$ cat src/rtl/pipe_pkg.sv
// Shared types for the pipeline stage registers: stage occupancy states and ID/EX bundle layouts.
package pipe_pkg;

  typedef enum logic [1:0] {
    EMPTY = 2'd0,
    ONE   = 2'd1,
    TWO   = 2'd2
  } stage_state_e;

  localparam int IDEX_CTRL_W = 10;
  localparam int IDEX_DATA_W = 165;

  typedef struct packed {
    logic       reg_write;
    logic [1:0] result_src;
    logic       mem_write;
    logic       jump;
    logic       branch;
    logic [2:0] alu_control;
    logic       alu_src;
  } idex_ctrl_t;

  typedef struct packed {
    logic [31:0] rd1;
    logic [31:0] rd2;
    logic [31:0] pc;
    logic [4:0]  rd;
    logic [31:0] imm_ext;
    logic [31:0] pc_plus4;
  } idex_data_t;

endpackage

$ cat src/rtl/pipe_sat_cnt.sv
// 32-bit event counter that sticks at all-ones instead of wrapping.
module pipe_sat_cnt (
  input  logic        clk,
  input  logic        reset,
  input  logic        inc,
  output logic [31:0] count
);

  logic [31:0] count_q;
  logic [31:0] count_d;

  always_comb begin
    count_d = count_q;
    if (inc && (count_q != 32'hFFFF_FFFF)) begin
      count_d = count_q + 32'd1;
    end
  end

  always_ff @(posedge clk or posedge reset) begin
    if (reset) begin
      count_q <= 32'd0;
    end else begin
      count_q <= count_d;
    end
  end

  assign count = count_q;

endmodule

$ cat src/rtl/pipe_stage_reg.sv
// Inter-stage pipeline register with valid/ready handshake, two-entry skid buffer and flush.
// Optional stall/bubble counters are enabled by defining PIPE_STAGE_PERF_EN.
module pipe_stage_reg
  import pipe_pkg::*;
#(
  parameter int CTRL_W = IDEX_CTRL_W,
  parameter int DATA_W = IDEX_DATA_W
) (
  input  logic              clk,
  input  logic              reset,
  input  logic              flush,
  input  logic              in_valid,
  output logic              in_ready,
  input  logic [CTRL_W-1:0] in_ctrl,
  input  logic [DATA_W-1:0] in_data,
  output logic              out_valid,
  input  logic              out_ready,
  output logic [CTRL_W-1:0] out_ctrl,
  output logic [DATA_W-1:0] out_data
`ifdef PIPE_STAGE_PERF_EN
  ,
  output logic [31:0]       stall_cnt,
  output logic [31:0]       bubble_cnt
`endif
);

  stage_state_e      state_q, state_d;
  logic              in_ready_q, in_ready_d;
  logic [CTRL_W-1:0] main_ctrl_q, main_ctrl_d;
  logic [DATA_W-1:0] main_data_q, main_data_d;
  logic [CTRL_W-1:0] skid_ctrl_q, skid_ctrl_d;
  logic [DATA_W-1:0] skid_data_q, skid_data_d;
  logic              accept;
  logic              drain;

  assign out_valid = (state_q != EMPTY);
  assign accept    = in_valid & in_ready_q & ~flush;
  assign drain     = out_valid & out_ready;

  always_comb begin
    state_d     = state_q;
    main_ctrl_d = main_ctrl_q;
    main_data_d = main_data_q;
    skid_ctrl_d = skid_ctrl_q;
    skid_data_d = skid_data_q;
    if (flush) begin
      // Entries are left in place; out_ctrl is masked and out_data keeps its last value.
      state_d = EMPTY;
    end else begin
      case (state_q)
        EMPTY: begin
          if (accept) begin
            main_ctrl_d = in_ctrl;
            main_data_d = in_data;
            state_d     = ONE;
          end
        end
        ONE: begin
          if (accept && drain) begin
            main_ctrl_d = in_ctrl;
            main_data_d = in_data;
          end else if (accept) begin
            skid_ctrl_d = in_ctrl;
            skid_data_d = in_data;
            state_d     = TWO;
          end else if (drain) begin
            state_d = EMPTY;
          end
        end
        TWO: begin
          if (drain) begin
            main_ctrl_d = skid_ctrl_q;
            main_data_d = skid_data_q;
            state_d     = ONE;
          end
        end
        default: state_d = EMPTY;
      endcase
    end
    in_ready_d = (state_d != TWO);
  end

  always_ff @(posedge clk or posedge reset) begin
    if (reset) begin
      state_q     <= EMPTY;
      in_ready_q  <= 1'b1;
      main_ctrl_q <= '0;
      main_data_q <= '0;
      skid_ctrl_q <= '0;
      skid_data_q <= '0;
    end else begin
      state_q     <= state_d;
      in_ready_q  <= in_ready_d;
      main_ctrl_q <= main_ctrl_d;
      main_data_q <= main_data_d;
      skid_ctrl_q <= skid_ctrl_d;
      skid_data_q <= skid_data_d;
    end
  end

  assign in_ready = in_ready_q;
  assign out_ctrl = out_valid ? main_ctrl_q : '0;
  assign out_data = main_data_q;

`ifdef PIPE_STAGE_PERF_EN
  pipe_sat_cnt u_stall_cnt (
    .clk   (clk),
    .reset (reset),
    .inc   (out_valid & ~out_ready),
    .count (stall_cnt)
  );

  pipe_sat_cnt u_bubble_cnt (
    .clk   (clk),
    .reset (reset),
    .inc   (~out_valid),
    .count (bubble_cnt)
  );
`endif

endmodule

$ cat config.mk
export PLATFORM = sky130hd
export DESIGN_NAME = pipe_stage_reg
export DESIGN_NICKNAME = d
export VERILOG_FILES = /design/src/rtl/pipe_pkg.sv /design/src/rtl/pipe_sat_cnt.sv /design/src/rtl/pipe_stage_reg.sv
export SDC_FILE = /design/constraint.sdc
export NUM_CORES = 1
export LEC_CHECK = 0
export ABC_AREA = 0
export CAP_MARGIN = 25
export CORE_ASPECT_RATIO = 0.9
export CORE_MARGIN = 4
export CORE_UTILIZATION = 31
export DETAILED_ROUTE_END_ITERATION = 16
export GPL_ROUTABILITY_DRIVEN = 0
export PLACE_DENSITY = 0.58
export SYNTH_ARGS = -nofsm -noshare
export SYNTH_HDL_FRONTEND = slang
export SYNTH_SLANG_ARGS = --single-unit
export TNS_END_PERCENT = 5
$ cat constraint.sdc
create_clock -name clk -period 11.73 [get_ports clk]
set_input_delay 2.346 -clock clk [delete_from_list [all_inputs] [get_ports clk]]
set_output_delay 2.346 -clock clk [all_outputs]
set_load 0.01 [all_outputs]
==> flow_summary.ini, run 1 <==
[status]
outcome = finished, final reports clean

[die]
start_util_pct = 31.43
core.rowCount = 75
die_h_um = 214.5
dieArea_um2 = 50930
num_io_pins = 357
die_w_um = 237.4
core_area_um2 = 46730

[placed_design]
numPortBuffers = 356
dpl.hpwl_um = 23730

[synthesis]
synth_async_sr_flop_share_pct = 100.0
ys_types = 24
synth_common_cells = dfrtp_1, nand2_1, mux2_2, mux2i_1, o21ai_0
synth_edf_count = 0
yosysSeqAreaShare_pct = 60.16
synth_area_leaders = dfrtp_1, mux2_2, mux2i_1
synth_warnings = 0
synth_top_area_cell = dfrtp_1
synth_top_cell_area_share_pct = 59.98
synth_ff_type = dfrtp_1
yosysMostFrequentCell = dfrtp_1
netlist_area_um2 = 14690
avgSynthCellArea_um2 = 12.64
ys_ff_latch = 353
syn_nets = 1342
syn_inst = 1162

[global_route]
globalRouteTotalUtil_pct = 14.18
grt_pass1_wl_um = 58730
grt_max_degree = 242
grt-ovfl-total = 0
antenna_found_initial = 2
grt_pass1_vias = 10210

[route]
via_per_inst = 4.564
antenna_left = 0
detail_route.iter0.violations = 441
totalWireLength_um = 36550
drc_errors = 0
dr.pass1.iters = 4
wl_per_cell_um = 17.11
num_vias = 9748

[critical_path]
cp-startpoint = flush
path_buf_inv = 3
crit_fanout = 241
end_kind = register
start_kind = input pin
max_stage_delay_ns = 0.87
cp.arrival_ns = 5.41
cp_top_family = buffers and inverters
cp.required_ns = 12.11
cp_slowest_cell = buf_4
worstSetupPathType = input pin to register
rr_startpoint = state_q[1]
cp_cell_sequence = clkdlybuf4s50_1, and4bb_1, a31oi_4, buf_12, buf_4, o21ai_0

[cts]
cts_hold_buf = 0
cts_setup_buffers = 0
cts_tree = done
cts_buffers = 40
cts.sinks = 353
ctsResizeCount = 0
clock_path_buffers = 3
cts_max_level = 2
clockRootBuffer = clkbuf_16
cts.clk_slew.worst_paths_ns = 0.06
clk-insertion-delay-late_ns = 0.54

[final_layout]
drive_above_1_share_pct = 16.33
fillCellCount = 4325
layout.nets = 1672
areaGrowthSynthToFinish_pct = 37.07

[sta]
finalMaxSlewViolations = 0
finalSetupTns_ns = 0
post-route-period-util_pct = 42.90
fin_crit_ns = 5.032
tightest_slew_ns = 1.047
finalSetupViolations = 0
final-hold-violation-count = 0
relSlewSlack_pct = 30.18
max_freq_mhz = 198.7
holdWs_ns = 0.4752
rsz0062_at_grt = false
finClkSkew_ns = 0.01412

[job]
max-cap-violations = 0

[pwr]
ir_worst_vdd_uv = 112.3
power_density_nw_per_um2 = 184.3
power_leakage_nw = 8.593

[worst_hold_path]
hold_path_class = register to register
hold_start = main_ctrl_q[7]
-- stage by stage --
step | power (mW) | utilization [%] | cells | setup WS (ns) | cell area [um^2]
after global routing | 3.927 | 43.08 | 2136 | 6.506 | 20130
after floorplan | 2.040 | - | 1162 | 4.656 | 14690
final | 3.711 | 43.08 | 2136 | 6.698 | 20130
after detailed placement | 2.448 | 40.16 | 2066 | 6.229 | 18770
after global placement | 2.417 | 40.12 | 2065 | 6.314 | 18750
after CTS | 3.777 | 43.07 | 2135 | 6.825 | 20130
-- flip-flops by register name (all words and copies together), names as in the netlist --
signal,count
out_data,165
in_ready,1
skid_data_q,165
state_q,2
main_ctrl_q,10
skid_ctrl_q,10
-- worst reg2reg max path: stages (launching register included) --
cell	delay, ns
dfrtp_1	0.47
and4bb_1	0.28
a31oi_4	0.17
buf_12	0.62
buf_4	1.14
o21ai_0	0.32
-- layout by cell type (no fill, tap or decap), drive strengths merged --
master and n:
a211o 1, a21oi 1, a31oi 1, and2 1, and3b 1, and4bb 1
buf 10, bufinv 5, clkbuf 61, clkdlybuf4s50 356, clkinv 1, clkinvlp 2
dfrtp 352, dfstp 1, diode 1, inv 3, mux2 175, mux2i 175
nand2 177, nand2b 2, nand3 1, nor2 4, nor2b 11, o21a 1
o21ai 175, o22a 1
-- logic make-up after synthesis --
logic type / share of synthesized area, %
AOI/OAI and AO/OA: 6.313
buffers and inverters: 2.786
DFF: 60.16
and+or+nand+nor: 5.401
muxes: 25.35
-- metal layers --
layer	part of all wire, %	wire [um]	vias to the layer above	track usage, %
li1	-	-	4683	-
met1	43	15840	4775	18.74
met2	46	16730	238	21.63
met3	8.7	3194	50	5.568
met4	2.1	774	2	4.223
met5	0.033	12	-	0
-- layout make-up --
type                            instances  area, um^2  area share [%]
Sequential cell                       353        8835           43.89
Clock inverter                          8       177.7          0.8826
Antenna cell                            1       2.502         0.01243
Timing Repair Buffer                  366        3689           18.32
Clock buffer                           61        1181           5.867
Inverter                                3       15.01         0.07458
Multi-Input combinational cell        728        5460           27.12
Tap cell                              616       770.7           3.829
-- report_power, final --
part	internal [mW]	switching (mW)	leakage (nW)
sequential	1.52	0.151	4.36
clock	0.803	0.495	0.658
combinational	0.445	0.299	3.58
-- worst paths after layout --
| check | endpoint | slack [ns] | cells past startpoint |
|---|---|---|---|
| max in group asynchronous | out_data[13] | 8.19 | 3 |
| min in group asynchronous | out_data[104] | 2.19 | 2 |
| setup / recovery | out_data[85] | 6.70 | 6 |
| setup reg to reg | out_data[85] | 8.57 | 5 |
| hold reg to reg | main_ctrl_q[7] | 0.48 | 2 |
| hold / removal | main_ctrl_q[7] | 0.48 | 2 |
No activity file was read; power rests on OpenSTA's default activity.
==> run 2, diff against run 1 <==
PLACE_DENSITY = 0.56   (was 0.58)
clock period = 5.1 ns   (was 11.73 ns; I/O delays follow)
==> run 2 against run 1 <==
Against the previous run:
- first-iteration DRC count is 2.5% lower
- combinational power increased by 130%
- sequential share of layout area is 0.50 points lower
- worst setup slack got worse by 5.1 ns
- flip-flop and latch count is the same
- routed wire length is 3.8% higher
- sequential power rose by 130%
- clock power up 120%
- utilization grew 0.49 points
- largest cell class unchanged
- largest power group unchanged
==> flow_summary.ini, run 2 (same netlist as run 1, synthesis figures left out) <==
[route]
wl_per_cell_um = 17.61
num_vias = 9802
drc_errors = 0
antenna_left = 0
totalWireLength_um = 37940
dr.pass1.iters = 4
detail_route.iter0.violations = 430
via_per_inst = 4.548

[placed_design]
place_worst_setup_slack_ns = 1.592
dpl.hpwl_um = 25310
numPortBuffers = 356

[cts]
cts.clk_slew.worst_paths_ns = 0.06
cts_max_level = 2
cts_hold_buf = 0
clk-insertion-delay-late_ns = 0.53
cts.sinks = 353
clockRootBuffer = clkbuf_16
cts_setup_buffers = 0
clock_path_buffers = 3
cts_tree = done
cts_buffers = 40
ctsResizeCount = 0

[critical_path]
rr_worst_depth = 5
cp.arrival_ns = 2.53
crit_fanout = 11
cp_cell_sequence = nor2_1, nor2b_1, clkdlybuf4s50_1
worstSetupPathType = register to output port
cp.required_ns = 4.08
rr_startpoint = state_q[0]
reg2reg_slack_ns = 2.75
end_kind = output port
r2r-end = skid_data_q[115]
max_stage_delay_ns = 0.77
cp_slowest_cell = nor2_1
start_kind = register

[global_route]
antenna_found_initial = 6
grt_max_degree = 101
grt_pass1_vias = 10320
grt-ovfl-total = 0
grt_pass1_wl_um = 59740
globalRouteTotalUtil_pct = 14.59

[die]
dieArea_um2 = 50930
core.rowCount = 75
die_h_um = 214.5
core_area_um2 = 46730
die_w_um = 237.4
start_util_pct = 31.43
num_io_pins = 357

[sta]
finalMaxSlewViolations = 0
max_freq_mhz = 281.7
finalSetupTns_ns = 0
relSlewSlack_pct = 36.32
fin_crit_ns = 3.549
finalWorstSetupSlack_ns = 1.551
post-route-period-util_pct = 69.60
tightest_slew_ns = 0.9516
rsz0062_at_grt = false
finClkSkew_ns = 0.009844
finalSetupViolations = 0
final-hold-violation-count = 0

[final_layout]
final_common_cell = clkdlybuf4s50_1
multiInputGateArea_um2 = 5460
final-seq-area_um2 = 8835
areaGrowthSynthToFinish_pct = 38.64
layout.nets = 1688
final_cell_mix = clkdlybuf4s50_1, dfrtp_1, nand2_1, mux2_2, mux2i_1
fillCellCount = 4357
drive_above_1_share_pct = 17.70

[worst_hold_path]
whs_endpoint = out_data[58]
hold_start = out_data[58]
hold_path_class = register to register
hold_depth = 2

[pwr]
ir_worst_vdd_uv = 202.5
power_leakage_nw = 8.720
power_density_nw_per_um2 = 414.4
total_power_mw = 8.438

[job]
max-cap-violations = 0

[status]
outcome = finished, final reports clean
==> run 2: area by class of cell <==
cell class,count,area share (%)
clock inverter,14,0.6268
clock buffer,57,5.826
timing repair buffer,382,19.46
tap,616,3.785
sequential,353,43.39
antenna,2,0.02458
inverter,3,0.07374
multi-input combinational,728,26.82
==> run 2: worst max-delay path, delay by kind of cell (launching register included) <==
family,cells,cell delay [ns]
AND/OR/NAND/NOR,2,0.98
buffers and inverters,1,0.55
flip-flops,1,0.47
==> run 2: power by group <==
group | internal (mW) | leakage, nW | switching (mW)
Clock | 1.72 | 0.648 | 1.13
Sequential | 3.49 | 4.36 | 0.368
Combinational | 1.04 | 3.71 | 0.683
Total | 6.25 | 8.72 | 2.18
==> run 2: stage by stage <==
| step | hold WS, ns | instance area (um^2) | cells | util [%] |
|---|---|---|---|---|
| 2_1_floorplan | 0.4422 | 14690 | 1162 | - |
| 6_report | 0.4757 | 20360 | 2155 | 43.57 |
| 3_5_place_dp | 0.4686 | 18970 | 2079 | 40.59 |
| 5_1_grt | 0.5009 | 20360 | 2155 | 43.57 |
| 4_1_cts | 0.4818 | 20280 | 2150 | 43.40 |
| 3_3_place_gp | 0.4571 | 18950 | 2078 | 40.54 |
==> run 2: per-layer routing <==
layer  wire length, um  global-route usage, %  vias to the layer above  share of wire (%)
li1                  -                      -                     4714                  -
met1             17050                  19.52                     4783                 45
met2             17320                  22.76                      245                 46
met3              2645                  4.591                       54                7.0
met4               889                  4.456                        6                2.3
met5                37                      0                        -              0.098
==> run 2: worst max-delay path by stage <==
stage                     startpoint          endpoint  depth (start not counted)
after floorplan                reset    main_ctrl_q[0]                          1
after detailed placement   out_ready  skid_data_q[108]                          6
after global placement     out_ready  skid_data_q[109]                          6
final                     state_q[1]       out_ctrl[0]                          3
after global routing      state_q[1]       out_ctrl[9]                          3
after CTS                 state_q[1]       out_ctrl[0]                          3
==> run 3, diff against run 2 <==
PLACE_DENSITY = 0.58   (was 0.56)
clock period = 2.9 ns   (was 5.1 ns; I/O delays follow)
==> run 3 against run 2 <==
Against the previous run:
- utilization increased by 0.54 points
- critical path depth grew 1
- total power is 79% higher
- register-to-register slack got worse by 1.8 ns
- global-route usage decreased by 0.30 points
- count of clock-buffer cells in the layout up 5
- sequential power is 76% higher
- cell area increased by 1.2%
- non-clock buffer count is 13 higher
- highest routed layer unchanged
- flip-flop and latch count unchanged
==> flow_summary.ini, run 3 (same netlist as run 1, synthesis figures left out) <==
[sta]
finClkSkew_ns = 0.01210
final-hold-violation-count = 0
post-route-period-util_pct = 93.31
tightest_slew_ns = 0.7655
max_freq_mhz = 369.6
fin_crit_ns = 2.706
finalMaxSlewViolations = 0
rsz0062_at_grt = false
finalSetupViolations = 0
relSlewSlack_pct = 48.96

[pwr]
ir_worst_vdd_uv = 408.1
power_density_nw_per_um2 = 734.1
power_leakage_nw = 8.845
total_power_mw = 15.13

[global_route]
grt_max_degree = 109
grt_pass1_wl_um = 58940
antenna_found_initial = 4
globalRouteTotalUtil_pct = 14.28
grt_pass1_vias = 10310
grt-ovfl-total = 0

[route]
detail_route.iter0.violations = 391
via_per_inst = 4.523
antenna_left = 0
drc_errors = 0
dr.pass1.iters = 6
totalWireLength_um = 36950
num_vias = 9802
wl_per_cell_um = 17.05

[critical_path]
max_stage_delay_ns = 0.60
cp_num_cells = 4
worstSetupPathType = register to output port
cp_slowest_cell = clkdlybuf4s50_1
r2r-end = out_data[71]
cp_top_family = buffers and inverters
rr_startpoint = state_q[1]
path_buf_inv = 2
cp_cell_sequence = nor2_1, buf_4, nor2b_1, clkdlybuf4s50_1
reg2reg_slack_ns = 0.93
crit_end = out_ctrl[2]
crit_fanout = 11
rr_worst_depth = 4
cp.required_ns = 2.32
end_kind = output port
cp-startpoint = state_q[1]
start_kind = register
cp.arrival_ns = 2.13

[die]
die_w_um = 237.4
dieArea_um2 = 50930
core.rowCount = 75
die_h_um = 214.5
core_area_um2 = 46730
start_util_pct = 31.43
num_io_pins = 357

[placed_design]
dp_cells = 2094
numPortBuffers = 356
dpl.hpwl_um = 25350
placed_area_um2 = 19180

[job]
max-cap-violations = 0

[final_layout]
final_cell_mix = clkdlybuf4s50_1, dfrtp_1, nand2_1, mux2_2, mux2i_1
final_cells = 2167
stdcell_area_um2 = 20610
areaGrowthSynthToFinish_pct = 40.36
final_common_cell = clkdlybuf4s50_1
layout.nets = 1702
drive_above_1_share_pct = 18.27

[worst_hold_path]
hold_path_class = input pin to async pin

[cts]
cts_buffers = 41
clock_path_buffers = 3
cts_hold_buf = 0
clockRootBuffer = clkbuf_16
clk-insertion-delay-late_ns = 0.55
cts.sinks = 353
cts_setup_buffers = 0
ctsResizeCount = 0
cts_max_level = 2
cts_tree = done
cts.clk_slew.worst_paths_ns = 0.06

[status]
outcome = finished, final reports clean
run 3: layout make-up:
class	count	area (um^2)
diodes	2	5.005
repair buffers	395	4126
flip-flops and latches	353	8835
well taps	616	770.7
clock inverters	8	135.1
inverters	3	15.01
multi-input cells	728	5460
fillers	4334	26120
clock buffers	62	1267
run 3: layer usage:
metal,GRT usage (%),share of wire (%),up-vias
met1,18.48,44,4760
met3,5.015,7.8,50
met5,0,0.035,-
li1,-,-,4756
met2,22.74,46,234
met4,4.164,2.0,2
run 3: power by group:
group | internal (mW) | switching [mW]
sequential | 6.14 | 0.634
combinational | 1.85 | 1.20
clock | 3.28 | 2.03
total | 11.3 | 3.86
run 3: worst min-delay path by stage:
stage | start | to | slack, ns | cells past startpoint
after floorplan | main_ctrl_q[4] | main_ctrl_q[4] | 0.44 | 2
after global placement | main_ctrl_q[6] | main_ctrl_q[6] | 0.45 | 2
after detailed placement | main_ctrl_q[6] | main_ctrl_q[6] | 0.46 | 2
after CTS | reset | out_data[136] | 0.42 | 2
after global routing | reset | skid_data_q[128] | 0.45 | 2
final | reset | out_data[136] | 0.45 | 2
run 3: through the flow:
step / setup slack, ns / setup TNS, ns / hold slack [ns] / util, %
after floorplan: -2.408 / -848.58 / 0.4422 / -
after global placement: 0.4437 / 0 / 0.4533 / 41.04
after detailed placement: 0.4102 / 0 / 0.4636 / 41.04
after CTS: 0.1674 / 0 / 0.4189 / 44.04
after global routing: 0.08202 / 0 / 0.4480 / 44.11
final: 0.1940 / 0 / 0.4475 / 44.11
run 3: worst reg2reg max path, stage by stage (launching register included):
cell and delay [ns]:
dfrtp_1 0.48, nor2b_4 0.29, buf_4 0.62, mux2i_1 0.38, o21ai_1 0.08
